[config.mk]
export PLATFORM = sky130hd
export DESIGN_NAME = dest_track_fwd
export DESIGN_NICKNAME = d
export VERILOG_FILES = /design/src/rtl/dest_track_fwd.sv
export SDC_FILE = /design/constraint.sdc
export NUM_CORES = 1
export LEC_CHECK = 0
export CAP_MARGIN = 25
export CORE_MARGIN = 1
export CORE_UTILIZATION = 55
export DETAILED_ROUTE_END_ITERATION = 7
export MAX_ROUTING_LAYER = met4
export PLACE_DENSITY = 0.87
export SLEW_MARGIN = 25
export SYNTH_ARGS = -nofsm -noshare
export SYNTH_HDL_FRONTEND = slang
export SYNTH_SLANG_ARGS = --single-unit
[constraint.sdc]
create_clock -name clk -period 2.4 [get_ports clk]
set_input_delay 0.36 -clock clk [delete_from_list [all_inputs] [get_ports clk]]
set_output_delay 0.36 -clock clk [all_outputs]
set_load 0.01 [all_outputs]
[src/rtl/dest_track_fwd.sv]
// Destination tracking through EX/MEM/WB with forwarding selects and load-use stall.
// Optional ID-stage bypass outputs are enabled by defining DEST_TRACK_ID_BYPASS_EN.
module dest_track_fwd #(
  parameter int REG_ADDR_W = 5
) (
  input  logic                  clk,
  input  logic                  rst,
  input  logic [REG_ADDR_W-1:0] Dest_id,
  input  logic                  RegWrite_id,
  input  logic                  MemRead_id,
  input  logic [REG_ADDR_W-1:0] Rs_id,
  input  logic [REG_ADDR_W-1:0] Rt_id,
  input  logic                  Uses_rt_id,
  input  logic                  Stall,
  input  logic                  Flush_id,
  output logic                  Hazard_stall,
  output logic [1:0]            Fwd_a,
  output logic [1:0]            Fwd_b,
  output logic [REG_ADDR_W-1:0] Wb_dest,
  output logic                  Wb_we
`ifdef DEST_TRACK_ID_BYPASS_EN
  ,
  output logic                  Byp_rs_id,
  output logic                  Byp_rt_id
`endif
);

  localparam logic [REG_ADDR_W-1:0] REG_ZERO = {REG_ADDR_W{1'b0}};

  logic                  ex_valid_r, ex_we_r, ex_ld_r;
  logic [REG_ADDR_W-1:0] ex_dest_r, ex_rs_r, ex_rt_r;
  logic                  mem_valid_r, mem_we_r, mem_ld_r;
  logic [REG_ADDR_W-1:0] mem_dest_r;
  logic                  wb_valid_r, wb_we_r;
  logic [REG_ADDR_W-1:0] wb_dest_r;

  logic                  hazard_s, id_bubble_s;
  logic                  mem_live_s, wb_live_s;
  logic                  id_valid_s, id_we_s, id_ld_s;
  logic [REG_ADDR_W-1:0] id_dest_s, id_rs_s, id_rt_s;

  // A load in MEM is never a forwarding source; its consumer waits one bubble for WB.
  function automatic logic [1:0] fwd_sel(
    input logic                  mem_live,
    input logic                  mem_ld,
    input logic [REG_ADDR_W-1:0] mem_dest,
    input logic                  wb_live,
    input logic [REG_ADDR_W-1:0] wb_dest,
    input logic [REG_ADDR_W-1:0] src
  );
    logic [1:0] sel;
    if (mem_live && !mem_ld && (mem_dest == src)) begin
      sel = 2'b01;
    end else if (wb_live && (wb_dest == src)) begin
      sel = 2'b10;
    end else begin
      sel = 2'b00;
    end
    return sel;
  endfunction

  // Load-use hazard detection against the instruction currently in ID.
  always_comb begin
    hazard_s = 1'b0;
    if (ex_valid_r && ex_ld_r && ex_we_r && (ex_dest_r != REG_ZERO) && !Flush_id) begin
      hazard_s = (ex_dest_r == Rs_id) || (Uses_rt_id && (ex_dest_r == Rt_id));
    end else begin
      hazard_s = 1'b0;
    end
  end

  assign id_bubble_s = Flush_id | hazard_s;

  // Build the entry entering EX: a real instruction or an all-zero bubble.
  always_comb begin
    id_valid_s = 1'b0;
    id_we_s    = 1'b0;
    id_ld_s    = 1'b0;
    id_dest_s  = REG_ZERO;
    id_rs_s    = REG_ZERO;
    id_rt_s    = REG_ZERO;
    if (id_bubble_s) begin
      id_valid_s = 1'b0;
    end else begin
      id_valid_s = 1'b1;
      id_we_s    = RegWrite_id;
      id_ld_s    = MemRead_id;
      id_dest_s  = Dest_id;
      id_rs_s    = Rs_id;
      id_rt_s    = Uses_rt_id ? Rt_id : REG_ZERO;
    end
  end

  // Slot advance; Stall freezes every slot, taking precedence over hazard and flush.
  always_ff @(posedge clk) begin
    if (rst) begin
      ex_valid_r  <= 1'b0;
      ex_we_r     <= 1'b0;
      ex_ld_r     <= 1'b0;
      ex_dest_r   <= REG_ZERO;
      ex_rs_r     <= REG_ZERO;
      ex_rt_r     <= REG_ZERO;
      mem_valid_r <= 1'b0;
      mem_we_r    <= 1'b0;
      mem_ld_r    <= 1'b0;
      mem_dest_r  <= REG_ZERO;
      wb_valid_r  <= 1'b0;
      wb_we_r     <= 1'b0;
      wb_dest_r   <= REG_ZERO;
    end else if (!Stall) begin
      wb_valid_r  <= mem_valid_r;
      wb_we_r     <= mem_we_r;
      wb_dest_r   <= mem_dest_r;
      mem_valid_r <= ex_valid_r;
      mem_we_r    <= ex_we_r;
      mem_ld_r    <= ex_ld_r;
      mem_dest_r  <= ex_dest_r;
      ex_valid_r  <= id_valid_s;
      ex_we_r     <= id_we_s;
      ex_ld_r     <= id_ld_s;
      ex_dest_r   <= id_dest_s;
      ex_rs_r     <= id_rs_s;
      ex_rt_r     <= id_rt_s;
    end else begin
      ex_valid_r  <= ex_valid_r;
      mem_valid_r <= mem_valid_r;
      wb_valid_r  <= wb_valid_r;
    end
  end

  assign mem_live_s = mem_valid_r & mem_we_r & (mem_dest_r != REG_ZERO);
  assign wb_live_s  = wb_valid_r & wb_we_r & (wb_dest_r != REG_ZERO);

  assign Hazard_stall = hazard_s;
  assign Fwd_a   = fwd_sel(mem_live_s, mem_ld_r, mem_dest_r, wb_live_s, wb_dest_r, ex_rs_r);
  assign Fwd_b   = fwd_sel(mem_live_s, mem_ld_r, mem_dest_r, wb_live_s, wb_dest_r, ex_rt_r);
  assign Wb_we   = wb_live_s;
  assign Wb_dest = wb_valid_r ? wb_dest_r : REG_ZERO;

`ifdef DEST_TRACK_ID_BYPASS_EN
  assign Byp_rs_id = wb_live_s & (wb_dest_r == Rs_id);
  assign Byp_rt_id = wb_live_s & Uses_rt_id & (wb_dest_r == Rt_id);
`endif

endmodule
==> results of run 1 <==
## kinds of logic after synthesis
kind of cell / count (synthesis) / synth area share
muxes: 15 / 0.08421
and+or+nand+nor: 61 / 0.1916
buffers and inverters: 16 / 0.04281
DFF: 33 / 0.3705
AOI/OAI and AO/OA: 40 / 0.1635
xor gates and xnor gates: 30 / 0.1474
## synth_stat cells, drive strengths merged
master / n
a32oi: 12
o2111ai: 1
nand3: 8
buf: 8
clkbuf: 5
o22ai: 1
xnor2: 16
nor3: 1
and3: 5
nor2: 15
and4b: 1
inv: 3
o211ai: 1
o21ai: 19
nor4: 4
xor2: 14
and2: 5
dfxtp: 33
or4: 5
a22oi: 6
mux2i: 15
nand4: 1
nand2: 14
nor2b: 2
## layout make-up
class,instances,area [um2],share of cell area
clock inverters,2,37.54,0.01603
multi-input cells,146,1076,0.4596
well taps,44,55.05,0.02352
repair buffers,50,447.9,0.1913
clock buffers,6,51.30,0.02191
inverters,3,11.26,0.004810
flip-flops and latches,33,661.9,0.2827
## cells in the final DEF, fill, tap and decap left out, drive strengths merged, types with 6 or more instances in the layout
| master | count |
|---|---|
| nand3 | 8 |
| mux2i | 15 |
| xnor2 | 16 |
| nor2 | 15 |
| clkdlybuf4s50 | 26 |
| clkbuf | 6 |
| o21ai | 19 |
| a32oi | 12 |
| xor2 | 14 |
| buf | 20 |
| nand2 | 14 |
| dfxtp | 33 |
| a22oi | 6 |
## sequential cells by signal, indices dropped and copies added, names as in the netlist
name         count
ex_dest_r        5
ex_ld_r          1
ex_rs_r          5
ex_rt_r          5
ex_valid_r       1
ex_we_r          1
mem_dest_r       5
mem_ld_r         1
mem_valid_r      1
mem_we_r         1
wb_dest_r        5
wb_valid_r       1
wb_we_r          1
## worst max path at each step
| stage | to | depth (start not counted) | startpoint | slack [ps] |
|---|---|---|---|---|
| 6_report | Fwd_a[1] | 5 | wb_dest_r[2] | 40 |
| 5_1_grt | Fwd_b[1] | 5 | mem_dest_r[3] | -50 |
| 4_1_cts | Hazard_stall | 5 | ex_dest_r[0] | 20 |
| 3_5_place_dp | Hazard_stall | 6 | Rt_id[4] | 40 |
| 3_3_place_gp | Hazard_stall | 6 | Rt_id[1] | 50 |
| 2_1_floorplan | Fwd_a[1] | 4 | mem_dest_r[3] | 480 |
## metal layers
metal	vias to the layer above	GRT usage
li1	798	-
met1	719	0.3485
met2	59	0.4075
met3	12	0.07692
met4	0	0.1020
met5	-	-
## per-stage QoR
step                setup slack, ps  instances  hold slack, ps  total power, uW  area [um2]
detailed placement            35.84        275           490.6            815.9        2227
floorplan                     478.3        195           455.7            734.1        1783
finish                        43.13        284           512.4             1262        2341
global placement              50.22        275           479.5            809.7        2227
global route                 -48.94        284           566.1             1320        2341
CTS                           16.93        283           517.6             1254        2303
## where the power goes
part | internal, uW | switching, uW
logic | 107 | 93.7
registers | 576 | 37.3
clock network | 247 | 200
total | 931 | 331
## worst register-to-register path, delay by kind of cell (launching register included)
| family | cells | cell delay [ps] |
|---|---|---|
| AND/OR/NAND/NOR | 1 | 570 |
| flip-flops | 1 | 390 |
| AO/OA/AOI/OAI | 3 | 390 |
| buffers and inverters | 1 | 260 |
## timing repair
action | 4_1_cts | 5_1_grt
pin swaps | 1 | 2
resized for setup | 10 | 6
setup buffers | 0 | 1
setup endpoints to repair | 2 | 4
endpoints found under the hold margin | 0 | 0
==> qor.csv, run 1 <==
metric,value,unit
H-tree depth,2,
crit path launch type,flop,
PortBufs,32,
largest net degree at the start of global routing,37,
FILL cells,218,
fin util,0.7668,
met3 wire len,196,um
WL/cell,14.92,um
Synth area leader,dfxtp_1,
via count,1588,
initial drt markers,80,
max-slew violation count,0,
DR top layer,met4,
top cell type's share of synthesized area,0.3705,
"Clk pin slew, worst setup/hold paths",110,ps
register area share after synthesis,0.3705,
CP cell instances,o211ai_1 > buf_4 > or4_1 > nor4_2 > buf_2,
Metal-1 WL,1930,um
initial core utilization,0.5840,
VDD IR max,430.3,uV
Routed met2 length,2024,um
ant diodes,0,
hold path cells,2,
crit-path max FO,5,
Reg2Reg Capture Point,ex_rs_r[0],
Hold Crit Class,flop to flop,
LEAKAGE,0.001007,uW
Synth Register Bits,33,
Root Buffer,clkbuf_4,
core area,3053,um2
global-route wire length before repair,6748,um
worst hold start,ex_we_r,
Worst EP arrival,2000,ps
initial antenna violation count,0,
Total Nets Final,261,
post-layout min period,2357,ps
Fmax,0.4243,GHz
Reg2Reg Depth,5,
CP required,2040,ps
RSZ-0062 raised after global routing,yes,
vias per std cell,5.592,
# IOs,33,
Area Growth Syn to Fin,31.30,%
Synth cell types,28,
CTS tree,built,
"Hold Vio Cnt, Final",0,
PwrDens,539.1,nW/um2
clock latency on the worst-skew pair,340,ps
GRT Total Usage,0.2720,
syn nets,217,
dpl hpwl,2897,um
routability cong.,0.8499,
TNS Setup,0,ps
WL final,4238,um
reg2reg start,ex_dest_r[1],
Clock Sink Count,33,
std cell rows,20,
max_slew headroom,0.7771,
delay of the slowest critical-path stage,530,ps
Clock Tree Buf Depth,2,
Max-cap violations,0,
CTS Hold Bufs,0,
final setup vio count,0,
vias in the first global route,1481,
Die Wd,58.94,um
Worst Clk Skew,11.27,ps
drt pass-1 iters,4,
antenna-violating nets left,0,
Die H,58.94,um
Worst Path Buf+Inv,2,
layout cells sized above 1,0.1625,
kind of cell adding the most delay to the critical path,simple AND/OR/NAND/NOR gates,
grt ovf,0,
period utilization,0.9820,
CTS Buf Count,5,
"Avg Cell Area, Syn",9.143,um2
"top cells by area, synth","dfxtp_1, mux2i_1, xnor2_1",
cell count after synthesis,195,
Die ar.,3473,um2
R2R setup slack,740,ps
critical path class,flop to output port,
WHS Endpoint,ex_we_r,
outcome,finished clean,
DRC,0,
YS warnings,0,
CP max stage cell,or4_1,
CP Capture Type,output port,
Mapped Area,1783,um2
Worst-Margin Slew,334.3,ps
No activity file was read; power rests on OpenSTA's default activity.
==> inputs of run 2 (changes only) <==
--- a/config.mk
+++ b/config.mk
@@ -7,10 +7,11 @@
 export LEC_CHECK = 0
 export CAP_MARGIN = 25
 export CORE_MARGIN = 1
-export CORE_UTILIZATION = 55
+export CORE_UTILIZATION = 65
 export DETAILED_ROUTE_END_ITERATION = 7
+export DONT_BUFFER_PORTS = 1
 export MAX_ROUTING_LAYER = met4
-export PLACE_DENSITY = 0.87
+export PLACE_DENSITY = 0.85
 export SLEW_MARGIN = 25
 export SYNTH_ARGS = -nofsm -noshare
 export SYNTH_HDL_FRONTEND = slang
==> run 2 against run 1 <==
Effect of this change:
- global-route usage up 2.2 points
- wire length down 9.0%
- combinational power down 38%
- critical path depth down 1
- die area down 15%
- non-clock buffer count down 46
- clock power down 13%
- cell area down 19%
- setup slack better by 110 ps
- fmax up 4.8%
- critical endpoint is now Fwd_b[1]
- largest power group unchanged
==> qor.csv, run 2 (synthesis results as in run 1) <==
metric,value,unit
Root Buffer,clkbuf_4,
H-tree depth,2,
"Clk pin slew, worst setup/hold paths",90,ps
Die H,54.38,um
via count,1424,
grt ovf,0,
max-slew violation count,0,
most frequent cells in the layout,"dfxtp_1, xnor2_1, mux2i_1, nor2_1, o21ai_1",
Max-cap violations,0,
Worst EP arrival,1890,ps
initial core utilization,0.7006,
kind of cell adding the most delay to the critical path,simple AND/OR/NAND/NOR gates,
delay of the slowest critical-path stage,590,ps
TNS Setup,0,ps
CTS tree,built,
drt pass-1 iters,4,
Placed Instances,216,
fin cells,223,
global-route wire length before repair,5927,um
PortBufs,0,
CP required,2040,ps
Worst-Margin Slew,852.0,ps
# IOs,33,
post-layout min period,2249,ps
final setup vio count,0,
Clock Sink Count,33,
critical path class,flop to output port,
std cell rows,18,
Die Wd,54.38,um
RSZ-0062 raised after global routing,no,
Area Growth Syn to Fin,5.965,%
clock latency on the worst-skew pair,330,ps
hold slack,77.17,ps
DRC,0,
largest net degree at the start of global routing,27,
vias in the first global route,1326,
Worst Clk Skew,7.071,ps
Hold Crit Class,input port to flop,
Post-CTS Setup Inserts,0,
CTS Hold Bufs,0,
VDD IR max,556.5,uV
crit path launch type,flop,
CP cell instances,or4_1 > o211ai_1 > or4_1 > nor4_4,
WL/cell,17.30,um
outcome,finished clean,
routability cong.,0.9048,
"Hold Vio Cnt, Final",0,
crit-path max FO,5,
CP max stage cell,or4_1,
initial antenna violation count,0,
vias per std cell,6.386,
antenna-violating nets left,0,
dpl hpwl,2811,um
WL final,3857,um
Worst Path Buf+Inv,0,
PwrDens,599.3,nW/um2
Clock Tree Buf Depth,2,
ant diodes,0,
Total Nets Final,215,
core area,2545,um2
layout cells sized above 1,0.1295,
CTS Buf Count,5,
LEAKAGE,0.0007618,uW
Die ar.,2957,um2
Fmax,0.4447,GHz
"most common cell after layout, fill and taps aside",dfxtp_1,
CP most frequent cell,or4_1,
CP Capture Type,output port,
GRT Total Usage,0.2944,
initial drt markers,31,
max_slew headroom,0.4302,
post-cts resize count,0,
period utilization,0.9369,
[run 2: cell count changes in the layout (fill, tap and decap cells not counted), sizes merged, moves of 2 or more]
cell,before,now
buf,20,4
clkdlybuf4s50,26,0
dlygate4sd2,2,0
dlymetal6s2s,2,0
[run 2: final timing paths]
| path | startpoint | end | slack [ps] | cells after the start |
|---|---|---|---|---|
| setup / recovery | wb_dest_r[4] | Fwd_b[1] | 150 | 4 |
| hold / removal | rst | wb_dest_r[3] | 80 | 1 |
| setup reg to reg | ex_dest_r[1] | ex_we_r | 640 | 5 |
| hold reg to reg | ex_ld_r | ex_ld_r | 520 | 2 |
[run 2: final cells by class]
cell class	instances	area [um2]
clock buffer	5	37.54
clock inverter	2	35.03
fill	203	655.6
inverter	3	11.26
multi-input combinational	146	1072
sequential	33	665.6
tap	30	37.54
timing repair buffer	4	30.03
[run 2: worst register-to-register path: stages, from the launching register on]
cell,delay (ps)
dfxtp_1,400
or4_4,570
o21ai_4,270
buf_4,240
a32oi_1,110
o21ai_1,110
[run 2: where the power goes]
group	total (uW)	switching (uW)	internal (uW)
Sequential	618	42.3	576
Clock	390	178	212
Combinational	124	57.3	66.9
Total	1130	277	855
[run 2: stage by stage]
step           utilization  worst slack (ps)  power (uW)  instance area [um2]
6_report            0.7424             151.5        1132                 1889
5_1_grt             0.7424             12.05        1177                 1889
3_5_place_dp        0.7050             384.8       751.4                 1794
3_3_place_gp        0.7040             429.8       744.7                 1792
4_1_cts             0.7335             15.76        1135                 1867
2_1_floorplan            -             478.3       734.1                 1783
[run 2: per-layer routing]
layer  up-vias  share of wire  GRT usage
li1        692              -          -
met3         8          0.063    0.06111
met2        63           0.47     0.4776
met5         -              0          -
met4         0          0.016     0.1154
met1       661           0.45     0.3547
